<file path="config.mk">
export PLATFORM = sky130hd
export DESIGN_NAME = md5_digest_tx
export DESIGN_NICKNAME = d
export VERILOG_FILES = /design/src/rtl/md5_pkg.sv /design/src/rtl/md5_nib2ascii.sv /design/src/rtl/md5_digest_tx.sv
export SDC_FILE = /design/constraint.sdc
export NUM_CORES = 1
export LEC_CHECK = 0
export CAP_MARGIN = 20
export CORE_UTILIZATION = 51
export DETAILED_ROUTE_END_ITERATION = 8
export PLACE_DENSITY = 0.83
export SLEW_MARGIN = 5
export SYNTH_ARGS = -nofsm -noshare
export SYNTH_HDL_FRONTEND = slang
export SYNTH_SLANG_ARGS = --single-unit
export TNS_END_PERCENT = 100
</file>
<file path="constraint.sdc">
create_clock -name clk -period 4.1 [get_ports clk]
set_clock_uncertainty 0.05 [all_clocks]
set_input_delay 1.23 -clock clk [delete_from_list [all_inputs] [get_ports clk]]
set_output_delay 1.23 -clock clk [all_outputs]
set_load 0.02 [all_outputs]
</file>
<file path="src/rtl/md5_pkg.sv">
// Shared constants and FSM encoding for the MD5 digest I/O blocks.
package md5_pkg;

    localparam int unsigned DIGEST_BYTES = 16;
    localparam int unsigned DIGEST_W     = 128;

    localparam logic [7:0] ASCII_NL   = 8'h0A;
    localparam logic [7:0] ASCII_0    = 8'h30;
    localparam logic [7:0] ASCII_A_LC = 8'h61;

    typedef enum logic {
        IDLE,
        SEND
    } tx_state_e;

endpackage

</file>
<file path="src/rtl/md5_nib2ascii.sv">
// 4-bit nibble to lowercase ASCII hex character, purely combinational.
module md5_nib2ascii
    import md5_pkg::*;
(
    input  logic [3:0] nib_i,
    output logic [7:0] asc_o
);

    always_comb begin
        if (nib_i < 4'd10) asc_o = ASCII_0 + {4'h0, nib_i};
        else               asc_o = ASCII_A_LC + {4'h0, nib_i} - 8'd10;
    end

endmodule

</file>
<file path="src/rtl/md5_digest_tx.sv">
// Serialises one 128-bit MD5 digest into a byte stream, raw or lowercase hex,
// with an optional trailing newline. Every output is driven from a register.
module md5_digest_tx
    import md5_pkg::*;
#(
    parameter bit HEX_MODE  = 1'b1,
    parameter bit APPEND_NL = 1'b1
) (
    input  logic                clk,
    input  logic                rst_n,
    input  logic                dig_valid,
    output logic                dig_ready,
    input  logic [DIGEST_W-1:0] dig_data,
    output logic                tx_valid,
    input  logic                tx_ready,
    output logic [7:0]          tx_data,
    output logic                tx_last,
    output logic                busy
);

    localparam int unsigned N        = (HEX_MODE ? 2 * DIGEST_BYTES : DIGEST_BYTES)
                                       + (APPEND_NL ? 1 : 0);
    localparam logic [5:0]  LAST_IDX = 6'(N - 1);

    tx_state_e           state_q, state_d;
    logic [5:0]          cnt_q, cnt_d;
    logic [DIGEST_W-1:0] dig_q, dig_d;
    logic                tx_valid_q, tx_valid_d;
    logic [7:0]          tx_data_q, tx_data_d;
    logic                tx_last_q, tx_last_d;
    logic                dig_ready_q, dig_ready_d;
    logic                busy_q, busy_d;

    logic                accept;
    logic [DIGEST_W-1:0] src;
    logic [5:0]          idx;
    logic [3:0]          byte_idx;
    logic [7:0]          src_byte;
    logic [3:0]          nib;
    logic [7:0]          nib_asc;
    logic [7:0]          sel_byte;

    // The byte being loaded into tx_data_q: byte 0 of the incoming digest on
    // acceptance, otherwise the byte after the current one.
    always_comb begin
        accept   = (state_q == IDLE) && dig_valid && dig_ready_q;
        src      = accept ? dig_data : dig_q;
        idx      = accept ? 6'd0 : cnt_q + 6'd1;
        byte_idx = HEX_MODE ? idx[4:1] : idx[3:0];
        src_byte = src[{byte_idx, 3'b000} +: 8];
        nib      = idx[0] ? src_byte[3:0] : src_byte[7:4];
    end

    md5_nib2ascii u_nib2ascii (
        .nib_i (nib),
        .asc_o (nib_asc)
    );

    always_comb begin
        if (APPEND_NL && idx == LAST_IDX) sel_byte = ASCII_NL;
        else if (HEX_MODE)                sel_byte = nib_asc;
        else                              sel_byte = src_byte;
    end

    always_comb begin
        state_d     = state_q;
        cnt_d       = cnt_q;
        dig_d       = dig_q;
        tx_valid_d  = tx_valid_q;
        tx_data_d   = tx_data_q;
        tx_last_d   = tx_last_q;
        dig_ready_d = dig_ready_q;
        busy_d      = busy_q;
        case (state_q)
            IDLE: begin
                dig_ready_d = 1'b1;
                if (accept) begin
                    state_d     = SEND;
                    dig_d       = dig_data;
                    cnt_d       = 6'd0;
                    tx_valid_d  = 1'b1;
                    tx_data_d   = sel_byte;
                    tx_last_d   = (idx == LAST_IDX);
                    dig_ready_d = 1'b0;
                    busy_d      = 1'b1;
                end
            end
            SEND: begin
                if (tx_valid_q && tx_ready) begin
                    if (tx_last_q) begin
                        state_d     = IDLE;
                        tx_valid_d  = 1'b0;
                        tx_data_d   = 8'h00;
                        tx_last_d   = 1'b0;
                        dig_ready_d = 1'b1;
                        busy_d      = 1'b0;
                    end else begin
                        cnt_d     = idx;
                        tx_data_d = sel_byte;
                        tx_last_d = (idx == LAST_IDX);
                    end
                end
            end
            default: state_d = IDLE;
        endcase
    end

    always_ff @(posedge clk) begin
        if (!rst_n) begin
            state_q     <= IDLE;
            cnt_q       <= 6'd0;
            dig_q       <= '0;
            tx_valid_q  <= 1'b0;
            tx_data_q   <= 8'h00;
            tx_last_q   <= 1'b0;
            dig_ready_q <= 1'b0;
            busy_q      <= 1'b0;
        end else begin
            state_q     <= state_d;
            cnt_q       <= cnt_d;
            dig_q       <= dig_d;
            tx_valid_q  <= tx_valid_d;
            tx_data_q   <= tx_data_d;
            tx_last_q   <= tx_last_d;
            dig_ready_q <= dig_ready_d;
            busy_q      <= busy_d;
        end
    end

    assign dig_ready = dig_ready_q;
    assign tx_valid  = tx_valid_q;
    assign tx_data   = tx_data_q;
    assign tx_last   = tx_last_q;
    assign busy      = busy_q;

endmodule

</file>
==> impl_results.md <==
- Multi-input gate area: 3470 µm²
- FILL cells: 1018
- PwrDens: 401.3 nW/µm²
- Register bit total from synthesis: 145
- Drt wl/cell: 16.47 µm
- CTS tree: built
- Total GRT Usage: 28.41%
- Largest net degree at the start of global routing: 88
- Worst min path class: reg -> reg
- Syn_area_per_cell: 8.372 µm²
- Placed Instance Area: 8185 µm²
- CP max stage delay: 0.58 ns
- Layout cells sized above 1: 9.101%
- # nets final: 1044
- Max Fclk: 0.2839 GHz
- Logic pwr share: 12.5%
- Post-synth EDFFs: 0
- I/O Buffers: 142
- Pins over their slew limit: 0
- Post_cts resized: 0
- CP Class: in -> reg
- Status: complete, no violations
- Clock group share of total power: 44.4%
- Gate Count Post-Synth: 796
- CP max-delay cell: or4_4
- CP Capture Type: flop
- Post-CTS setup buffer count: 0
- Finished Cell Area: 8780 µm²
- Register area share after synthesis: 43.56%
- Setup violations, final: 0
- CP Launch Type: input pin
- TritonCTS Buffers: 17
- Syn Nets: 930
- Clock-pin slew on the worst setup and hold paths: 0.07 ns
- First-pass GRT wire length: 29160 µm
- Root Buffer: clkbuf_16
- Vias: 6064
- WP buf/inv: 1
- Total Negative Setup Slacks: 0 ns
- CP arrival: 3.79 ns
- Initial antenna violation count: 0
- Req. time, crit path: 4.37 ns
- Num Clock Sinks: 145
- Sequential share of power: 43.1%
- Sw Ratio: 25.26%
- RSZ-0062 raised after global routing: no
- Die Y: 116.3 µm
- Hold_buf cts: 0
- Post-DP HPWL: 12610 µm
- Ys flop type: dfxtp_1
- NetSw: 889.9 µW
- Max FO, Critical Path: 17
- Die area: 13530 µm²
- Pre-Repair DR Iteration Count: 5
- Placed Cells: 1063
- Starting DRT DRC Count: 490
- Leakage: 0.003122 µW
- Final Hold Fails: 0
- Global route overflow: 0
- CP top delay family: compound AO/OA/AOI/OAI gates
- Max_cap viols: 0
- Vias in the first global route: 5886
- Least-Margin Pin Slew: 0.8636 ns
- Fin crit period: 3.522 ns
- Initial core utilization: 52.59%
- Routability congestion estimate from global placement: 0.8761
- Post-route clock period utilization: 85.90%
- P&R area growth vs syn: 31.75%
- Total Wirelength: 18040 µm
- Syn Std Cell Area: 6664 µm²
- Clock latency on the worst-skew pair: 0.43 ns
- Chip Width: 116.3 µm
- Peak supply drop: 322.8 µV
- Ys async rst share: 0%
- H-tree depth: 4
- Unique cell type count in the Yosys netlist: 65
- Io pins: 144
- Relative slew margins: 42.43%
- Final std cells w/o fill: 1095
- Rows: 41
- Sequential cell area: 2903 µm²
- # diodes: 0
- Final ANT Viol Nets: 0
- Internal: 2633 µW
- DRC errors left: 0
- Syn. warnings: 0
- Via density: 5.538
- Critical Path, Cell by Cell: clkdlybuf4s50_1 > and3b_4 > o31a_1 > a41oi_2 > a21oi_1 > or4_4 > o21ai_4 > nand3_1 > a31o_2
- Core area: 12670 µm²
- Clock buffer depth: 2
-- synth_stat cells, drive strengths merged (4+ instances only) --
| library cell | n | area [µm²] |
|---|---|---|
| nand3 | 14 | 75.07 |
| mux2i | 23 | 230.2 |
| a211oi | 5 | 37.54 |
| mux2 | 5 | 56.30 |
| a21boi | 50 | 375.4 |
| a22oi | 4 | 30.03 |
| nor2b | 5 | 31.28 |
| mux4 | 20 | 450.4 |
| clkbuf | 44 | 165.2 |
| nor2 | 20 | 75.07 |
| o21ai | 6 | 41.29 |
| buf | 20 | 132.6 |
| and2 | 4 | 25.03 |
| a21oi | 89 | 449.2 |
| dfxtp | 145 | 2903 |
| nand2 | 272 | 1021 |
| nor3 | 7 | 35.03 |
-- power groups by stage --
stage	Sequential, µW	Combinational, µW	Clock (µW)
global placement	1540	431	0
CTS	1520	441	1570
global route	1530	480	1640
floorplan	1540	229	0
finish	1520	440	1560
detailed placement	1550	436	0
-- tightest hold or removal path, cell delays in order (launching register included) --
cell     delay, ns
dfxtp_1       0.31
nand2_1       0.05
a21oi_1       0.05
-- metal layers --
metal / track usage [%] / up-vias / wire length [µm]
met5: 0 / - / 0
met2: 48.13 / 205 / 8958
met1: 36.09 / 2865 / 7680
met4: 10.43 / 0 / 384
met3: 5.293 / 30 / 1014
li1: - / 2964 / -
-- cells in the final DEF, fill, tap and decap left out, drive strengths merged, types with 3 or more instances in the layout --
master / synthesis / layout
nor4: 3 / 3
a21oi: 89 / 89
nand3: 14 / 14
a211oi: 5 / 5
clkdlybuf4s50: 0 / 142
inv: 2 / 8
a21boi: 50 / 50
and2: 4 / 4
a32oi: 3 / 3
clkbuf: 44 / 20
nor3: 7 / 7
clkinv: 1 / 3
nor2b: 5 / 5
mux2i: 23 / 23
nand2: 272 / 272
nor2: 20 / 20
o21ai: 6 / 6
xnor2: 3 / 3
nand2b: 3 / 3
dfxtp: 145 / 145
or4: 3 / 3
buf: 20 / 17
mux2: 5 / 5
mux4: 20 / 20
a22oi: 4 / 4
xor2: 3 / 3
-- cell type report --
| cell class | count | area share (%) |
|---|---|---|
| clock buffers | 20 | 5.088 |
| flip-flops and latches | 145 | 33.06 |
| inverters | 3 | 0.1283 |
| multi-input cells | 584 | 39.52 |
| clock inverters | 12 | 1.682 |
| repair buffers | 159 | 18.07 |
| well taps | 172 | 2.451 |
-- final timing paths --
check / from / end / slack [ns] / depth (start not counted)
worst max-delay path: dig_valid / tx_data[4] / 0.58 / 9
worst min-delay path: dig_q[3] / dig_q[3] / 0.40 / 2
worst max register to register: cnt_q[1] / tx_data[4] / 0.66 / 10
worst min register to register: dig_q[3] / dig_q[3] / 0.40 / 2
-- logic make-up after synthesis --
family / after synthesis / synth area share (%)
adder cells (fa/ha/maj): 2 / 0.3755
AND/OR/NAND/NOR: 340 / 20.92
flip-flops: 145 / 43.56
buffers and inverters: 67 / 4.638
AO/OA/AOI/OAI: 187 / 18.49
XOR/XNOR: 6 / 0.9014
multiplexers: 48 / 11.06
other: 1 / 0.05627
-- sequential cells by signal, indices dropped and copies added, names as in the netlist --
register,cells
dig_q,128
busy,1
tx_data,7
cnt_q,6
state_q,1
tx_last,1
dig_ready,1
-- through the flow --
stage | total power (µW) | utilization, % | hold slack [ns] | setup WS [ns]
after global routing | 3645 | 69.29 | 0.4233 | 0.4880
after floorplan | 1772 | - | 0.3829 | 0.7470
after global placement | 1976 | 64.60 | 0.3894 | 0.1888
after CTS | 3532 | 69.29 | 0.4035 | 0.5957
after detailed placement | 1984 | 64.60 | 0.3948 | 0.1654
final | 3523 | 69.29 | 0.4017 | 0.5779
(Power assumes the default switching activity.)
